File: src/rtl/uart_word_rx_if.sv
// rtl/uart_word_rx_if.sv - word-side handshake bundle between uart_word_rx and its consumer
interface uart_word_rx_if #(
    parameter int WORD_BYTES = 20
) ();
    logic [WORD_BYTES*8-1:0] data;
    logic                    rdy;
    logic                    rdy_clr;
    logic                    frame_err;
    logic                    overrun;

    modport master (
        output data,
        output rdy,
        output frame_err,
        output overrun,
        input  rdy_clr
    );

    modport slave (
        input  data,
        input  rdy,
        input  frame_err,
        input  overrun,
        output rdy_clr
    );
endinterface

File: src/rtl/uart_word_rx.sv
// rtl/uart_word_rx.sv - oversampled UART receiver assembling WORD_BYTES bytes per word; UART_WORD_RX_PARITY_EN adds even parity
module uart_word_rx #(
    parameter int WORD_BYTES = 20,
    parameter int OVERSAMPLE = 16
) (
    input  logic               clk,
    input  logic               rst_n,
    input  logic               sample_en,
    input  logic               rx,
    uart_word_rx_if.master     word_if
);
    localparam int TW = $clog2(OVERSAMPLE);
    localparam int BW = $clog2(WORD_BYTES + 1);
    localparam int DW = WORD_BYTES * 8;
    localparam logic [TW-1:0] LP_TICK_LAST = TW'(OVERSAMPLE - 1);
    localparam logic [TW-1:0] LP_TICK_HALF = TW'(OVERSAMPLE / 2 - 1);
    localparam logic [BW-1:0] LP_WORD_FULL = BW'(WORD_BYTES);

    typedef enum logic [2:0] {
        S_IDLE,
        S_START,
        S_DATA,
`ifdef UART_WORD_RX_PARITY_EN
        S_PARITY,
`endif
        S_STOP
    } state_t;

    state_t          r_state;
    state_t          w_state_next;
    logic            r_rx_meta;
    logic            r_rx_sync;
    logic [TW-1:0]   r_tick;
    logic [2:0]      r_bit;
    logic [7:0]      r_shift;
    logic [BW-1:0]   r_byte;
    logic [DW-1:0]   r_word;
    logic [DW-1:0]   r_data;
    logic            r_rdy;
    logic            r_frame_err;
    logic            r_overrun;

    logic            w_rx;
    logic            w_start_det;
    logic            w_tick_clr;
    logic            w_tick_inc;
    logic            w_data_sample;
    logic            w_stop_ok;
    logic            w_stop_bad;
    logic            w_par_fail;
    logic            w_byte_keep;
    logic            w_complete;
    logic [DW-1:0]   w_word_next;

    assign w_rx       = r_rx_sync;
    assign w_complete = (r_byte == LP_WORD_FULL);

    // New byte enters at bit 0 so the first byte of the word ends up in the top byte
    generate
        if (WORD_BYTES == 1) begin : g_one_byte
            assign w_word_next = r_shift;
        end else begin : g_multi_byte
            assign w_word_next = {r_word[DW-9:0], r_shift};
        end
    endgenerate

`ifdef UART_WORD_RX_PARITY_EN
    logic w_par_check;
    logic r_par_bad;
    assign w_par_fail  = w_par_check && (w_rx != (^r_shift));
    assign w_byte_keep = w_stop_ok && !r_par_bad;
`else
    assign w_par_fail  = 1'b0;
    assign w_byte_keep = w_stop_ok;
`endif

    // Two-flop synchronizer on the asynchronous serial line; idles high
    always_ff @(posedge clk or negedge rst_n) begin
        if (!rst_n) begin
            r_rx_meta <= 1'b1;
            r_rx_sync <= 1'b1;
        end else begin
            r_rx_meta <= rx;
            r_rx_sync <= r_rx_meta;
        end
    end

    // FSM state register
    always_ff @(posedge clk or negedge rst_n) begin
        if (!rst_n) begin
            r_state <= S_IDLE;
        end else begin
            r_state <= w_state_next;
        end
    end

    // Next-state and per-tick strobes; nothing moves on cycles without sample_en
    always_comb begin
        w_state_next  = r_state;
        w_start_det   = 1'b0;
        w_tick_clr    = 1'b0;
        w_tick_inc    = 1'b0;
        w_data_sample = 1'b0;
        w_stop_ok     = 1'b0;
        w_stop_bad    = 1'b0;
`ifdef UART_WORD_RX_PARITY_EN
        w_par_check   = 1'b0;
`endif
        if (sample_en) begin
            case (r_state)
                S_IDLE: begin
                    if (!w_rx) begin
                        w_start_det  = 1'b1;
                        w_tick_clr   = 1'b1;
                        w_state_next = S_START;
                    end
                end
                S_START: begin
                    if (r_tick == LP_TICK_HALF) begin
                        w_tick_clr   = 1'b1;
                        w_state_next = w_rx ? S_IDLE : S_DATA;
                    end else begin
                        w_tick_inc = 1'b1;
                    end
                end
                S_DATA: begin
                    if (r_tick == LP_TICK_LAST) begin
                        w_tick_clr    = 1'b1;
                        w_data_sample = 1'b1;
                        if (r_bit == 3'd7) begin
`ifdef UART_WORD_RX_PARITY_EN
                            w_state_next = S_PARITY;
`else
                            w_state_next = S_STOP;
`endif
                        end
                    end else begin
                        w_tick_inc = 1'b1;
                    end
                end
`ifdef UART_WORD_RX_PARITY_EN
                S_PARITY: begin
                    if (r_tick == LP_TICK_LAST) begin
                        w_tick_clr   = 1'b1;
                        w_par_check  = 1'b1;
                        w_state_next = S_STOP;
                    end else begin
                        w_tick_inc = 1'b1;
                    end
                end
`endif
                S_STOP: begin
                    if (r_tick == LP_TICK_LAST) begin
                        w_tick_clr   = 1'b1;
                        w_stop_ok    = w_rx;
                        w_stop_bad   = !w_rx;
                        w_state_next = S_IDLE;
                    end else begin
                        w_tick_inc = 1'b1;
                    end
                end
                default: begin
                    w_state_next = S_IDLE;
                end
            endcase
        end
    end

    // Bit timing and serial-to-parallel shift (LSB first)
    always_ff @(posedge clk or negedge rst_n) begin
        if (!rst_n) begin
            r_tick  <= '0;
            r_bit   <= '0;
            r_shift <= '0;
        end else begin
            if (w_tick_clr) begin
                r_tick <= '0;
            end else if (w_tick_inc) begin
                r_tick <= r_tick + 1'b1;
            end
            if (w_start_det) begin
                r_bit <= '0;
            end else if (w_data_sample) begin
                r_bit <= r_bit + 1'b1;
            end
            if (w_data_sample) begin
                r_shift <= {w_rx, r_shift[7:1]};
            end
        end
    end

`ifdef UART_WORD_RX_PARITY_EN
    // A parity miss poisons the current byte so the stop-bit path drops it
    always_ff @(posedge clk or negedge rst_n) begin
        if (!rst_n) begin
            r_par_bad <= 1'b0;
        end else if (w_start_det) begin
            r_par_bad <= 1'b0;
        end else if (w_par_fail) begin
            r_par_bad <= 1'b1;
        end
    end
`endif

    // Word assembly, completion hand-off and sticky status
    always_ff @(posedge clk or negedge rst_n) begin
        if (!rst_n) begin
            r_byte      <= '0;
            r_word      <= '0;
            r_data      <= '0;
            r_rdy       <= 1'b0;
            r_frame_err <= 1'b0;
            r_overrun   <= 1'b0;
        end else begin
            if (w_complete) begin
                r_byte <= '0;
            end else if (w_stop_bad || w_par_fail) begin
                r_byte <= '0;
            end else if (w_byte_keep) begin
                r_byte <= r_byte + 1'b1;
                r_word <= w_word_next;
            end

            if (w_complete) begin
                if (!r_rdy || word_if.rdy_clr) begin
                    r_data <= r_word;
                    r_rdy  <= 1'b1;
                end else begin
                    r_overrun <= 1'b1;
                end
            end else if (word_if.rdy_clr) begin
                r_rdy       <= 1'b0;
                r_frame_err <= 1'b0;
                r_overrun   <= 1'b0;
            end

            // An error event wins over a same-cycle acknowledge
            if (w_stop_bad || w_par_fail) begin
                r_frame_err <= 1'b1;
            end
        end
    end

    assign word_if.data      = r_data;
    assign word_if.rdy       = r_rdy;
    assign word_if.frame_err = r_frame_err;
    assign word_if.overrun   = r_overrun;
endmodule

File: src/flat_wrapper.sv
// flat-port wrapper written by rule: the top's interface ports become plain ports
module uart_word_rx_flat 
#(
    parameter int WORD_BYTES = 20,
    parameter int OVERSAMPLE = 16
)
  (clk, rst_n, sample_en, rx, word_if_data, word_if_rdy, word_if_frame_err, word_if_overrun, word_if_rdy_clr);
  uart_word_rx_if #(.WORD_BYTES(WORD_BYTES)) word_if_i ();
  input  logic clk;
  input  logic rst_n;
  input  logic sample_en;
  input  logic rx;
  output wire logic [$bits(word_if_i.data)-1:0] word_if_data;
  output wire logic [$bits(word_if_i.rdy)-1:0] word_if_rdy;
  output wire logic [$bits(word_if_i.frame_err)-1:0] word_if_frame_err;
  output wire logic [$bits(word_if_i.overrun)-1:0] word_if_overrun;
  input wire logic [$bits(word_if_i.rdy_clr)-1:0] word_if_rdy_clr;
  assign word_if_data = word_if_i.data;
  assign word_if_rdy = word_if_i.rdy;
  assign word_if_frame_err = word_if_i.frame_err;
  assign word_if_overrun = word_if_i.overrun;
  assign word_if_i.rdy_clr = word_if_rdy_clr;
  uart_word_rx #(.WORD_BYTES(WORD_BYTES), .OVERSAMPLE(OVERSAMPLE)) u_core (.clk(clk), .rst_n(rst_n), .sample_en(sample_en), .rx(rx), .word_if(word_if_i));
endmodule
File: config.mk
export PLATFORM = sky130hd
export DESIGN_NAME = uart_word_rx_flat
export DESIGN_NICKNAME = d
export VERILOG_FILES = /design/src/rtl/uart_word_rx_if.sv /design/src/rtl/uart_word_rx.sv /design/src/flat_wrapper.sv
export SDC_FILE = /design/constraint.sdc
export NUM_CORES = 1
export LEC_CHECK = 0
export ABC_AREA = 1
export CAP_MARGIN = 10
export CELL_PAD_IN_SITES_DETAIL_PLACEMENT = 0
export CELL_PAD_IN_SITES_GLOBAL_PLACEMENT = 2
export CORE_UTILIZATION = 40
export CTS_CLUSTER_SIZE = 30
export DETAILED_ROUTE_END_ITERATION = 10
export DONT_BUFFER_PORTS = 1
export PLACE_DENSITY = 0.86
export SYNTH_ARGS = -nofsm -noshare
export SYNTH_HDL_FRONTEND = slang
export SYNTH_SLANG_ARGS = --single-unit
File: constraint.sdc
create_clock -name clk -period 2.01 [get_ports clk]
set_clock_uncertainty 0.05 [all_clocks]
set_input_delay 0 -clock clk [delete_from_list [all_inputs] [get_ports clk]]
set_output_delay 0 -clock clk [all_outputs]
set_load 0.02 [all_outputs]
==> reports/metrics.yaml <==
rows: 66
worstSetupPathType: "reg -> reg"
utilization_pct: 46.4
grt.overflow.total: 0
routed_wl_mm: 28.2
relSlewSlack_pct: 62.4
initial_core_util_pct: 40.6
hold_viol: 347
syn_inst: 1350
synthTopCellsByArea: "dfrtp_1 65%, nand2_1 11%, o21ai_1 6.5%, o21ai_0 6.1%, inv_1 5.1%"
internal_power_mw: 11.5
clock-sinks: 347
min_period_ns: 1.88
cts_root_buffer: "clkbuf_16"
grt_pass1_vias: 8405
critPathCaptureType: "flip-flop"
ys_ff_latch: 347
firstDrtPassIters: 5
reg2reg_from: "u_core.r_byte[0]$_DFFE_PN0P_"
clk_latency_ns: 0.52
r2r_setup_slack_ns: 0.13
crit_start: "u_core.r_byte[0]$_DFFE_PN0P_"
max-vdd-ir-drop_v: 0.000529
synth_fp_nets: 1360
synthDominantCellAreaShare_pct: 65.3
cts_buffers: 37
pin_count: 168
drive_above_1_share_pct: 7.26
leakagePower_nw: 7.46
sw_frac_of_total_pct: 20.8
start_kind: "flip-flop"
clockBufferDepth: 3
rr_endpoint: "u_core.r_word[86]$_DFFE_PN0P_"
grt_start_max_net_pins: 348
critPathArrivalTime_ns: 2.23
p_switching_mw: 3.03
place.port_buffers: 0
wire_per_inst_um: 15.5
area.growth.synth_to_final_pct: 14.3
status: "finished with violations"
clkPwrFrac_pct: 48.9
drt-initial-drc-count: 561
dieHeight_um: 184
setup_viol: 0
crit_required_ns: 2.36
nets: 1360
htree_num_levels: 2
violations: "negative hold slack"
core_area_um2: 32500
num_antenna_cells: 0
remaining_drc_errors: 0
cts_tree: "done"
maxCapViolations: 0
r2r_cells: 10
yosysSeqAreaShare_pct: 65.7
antenna_found_initial: 0
tightest_slew_ns: 0.565
power_frac_seq_pct: 49.1
cp_cell_sequence: "inv_1 > ha_1 > nand3_1 > nor2_4 > buf_4 > nor2_8 > buf_12 > buf_16 > nand2_1 > o21ai_1"
synth.largest_area_cell: "dfrtp_1"
synth.distinct_cells: 24
final_cell_mix: "373 x nand2_1, 345 x dfrtp_1, 179 x inv_1"
avgSynthCellArea_um2: 9.79
slowest_stage: "dfrtp_1"
max_freq_mhz: 531
cpPeakStageDelay_ns: 0.41
syn_area_um2: 13200
p_per_area_nw_per_um2: 962
ant_nets: 0
p_comb_share_pct: 2.0
grt_usage_pct: 16.5
vias_per_cell: 4.72
routabilityCongestion: 0.750
path_max_fanout: 36
worst_hold_slack_ns: -0.866
mostFrequentLayoutCell: "nand2_1"
clk_pin_slew_ns: 0.06
die-area_um2: 33800
postCtsHoldBufs: 4
cpLargestDelayFamily: "buffers and inverters"
die_x_um: 184
grt_pass1_wl_mm: 44.6
tns_ns: 0
post-route-period-util_pct: 93.8
crit_buf_inv: 4
num_vias: 8582
hp-class: "in -> async"
final_max_slew_viol_count: 0
hpwlAfterDp_mm: 17.3
yosys_warnings: 0
sequential cells by signal, indices dropped and copies added, names as in the netlist:
register,cells
u_core.r_byte,5
u_core.r_shift,8
u_core.r_rx_meta,1
u_core.word_if.frame_err,1
u_core.r_bit,3
u_core.r_tick,4
u_core.word_if.data,160
u_core.word_if.rdy,1
u_core.r_word,160
u_core.r_rx_sync,1
u_core.r_state,2
u_core.word_if.overrun,1
power by group through the flow:
stage | registers (mW) | clock network (mW) | logic, mW
after global placement | 7.25 | 0 | 0.247
after floorplan | 7.24 | 0 | 0.210
after CTS | 7.13 | 7.30 | 0.259
final | 7.13 | 7.10 | 0.298
after global routing | 7.13 | 7.58 | 0.354
after detailed placement | 7.25 | 0 | 0.251
cell families (layout without fill, tap and decap cells):
logic type	Yosys count	after routing	share of synthesized area, %
xor gates and xnor gates	1	1	0.0663
AOI/OAI and AO/OA	334	334	12.7
adders and majority gates	5	5	0.473
DFF	347	347	65.7
and+or+nand+nor	411	411	12.3
buffers and inverters	252	279	8.76
worst max path at each step:
stage,to,cells after the start
6_report,u_core.r_word[86]$_DFFE_PN0P_,10
5_1_grt,u_core.r_word[100]$_DFFE_PN0P_,9
4_1_cts,u_core.r_word[86]$_DFFE_PN0P_,9
3_5_place_dp,u_core.r_word[86]$_DFFE_PN0P_,9
3_3_place_gp,u_core.r_word[86]$_DFFE_PN0P_,9
2_1_floorplan,u_core.word_if.data[142]$_DFFE_PN0P_,9
synthesized netlist by cell type (all sizes together):
| master | n |
|---|---|
| buf | 53 |
| clkbuf | 19 |
| dfrtp | 345 |
| dfstp | 2 |
| ha | 5 |
| inv | 180 |
| nand2 | 375 |
| nand3 | 16 |
| nand4 | 7 |
| nor2 | 12 |
| nor3 | 1 |
| o211ai | 1 |
| o21ai | 332 |
| o21bai | 1 |
| xor2 | 1 |
timing repair:
action	CTS	global route
setup buffers	0	7
endpoints found under the setup margin	0	164
endpoints found under the hold margin	376	347
gates resized for setup	0	6
stage by stage:
| stage | setup slack [ns] | power (mW) | cell area [um^2] | instances |
|---|---|---|---|---|
| 6_report | 0.125 | 14.5 | 15100 | 1819 |
| 5_1_grt | -0.0302 | 15.1 | 15100 | 1819 |
| 4_1_cts | 0.0675 | 14.7 | 14900 | 1808 |
| 3_5_place_dp | 0.0883 | 7.50 | 13600 | 1738 |
| 3_3_place_gp | 0.114 | 7.50 | 13600 | 1738 |
| 2_1_floorplan | 0.362 | 7.45 | 13200 | 1350 |
cell type report:
type	instances	area, um^2
Clock buffer	54	1100
Timing Repair Buffer	33	508
Fill cell	3118	17400
Tap cell	442	553
Multi-Input combinational cell	751	3390
Inverter	180	676
Sequential cell	347	8690
Clock inverter	12	189
per-layer routing:
metal / part of all wire, % / vias to the layer above / GRT usage, %
met1: 47 / 4117 / 22.7
met3: 6.1 / 39 / 4.56
met5: 0 / - / 0
met4: 1.9 / 0 / 4.43
met2: 45 / 166 / 25.6
li1: - / 4260 / -
Power figures use the tool's default switching activity.
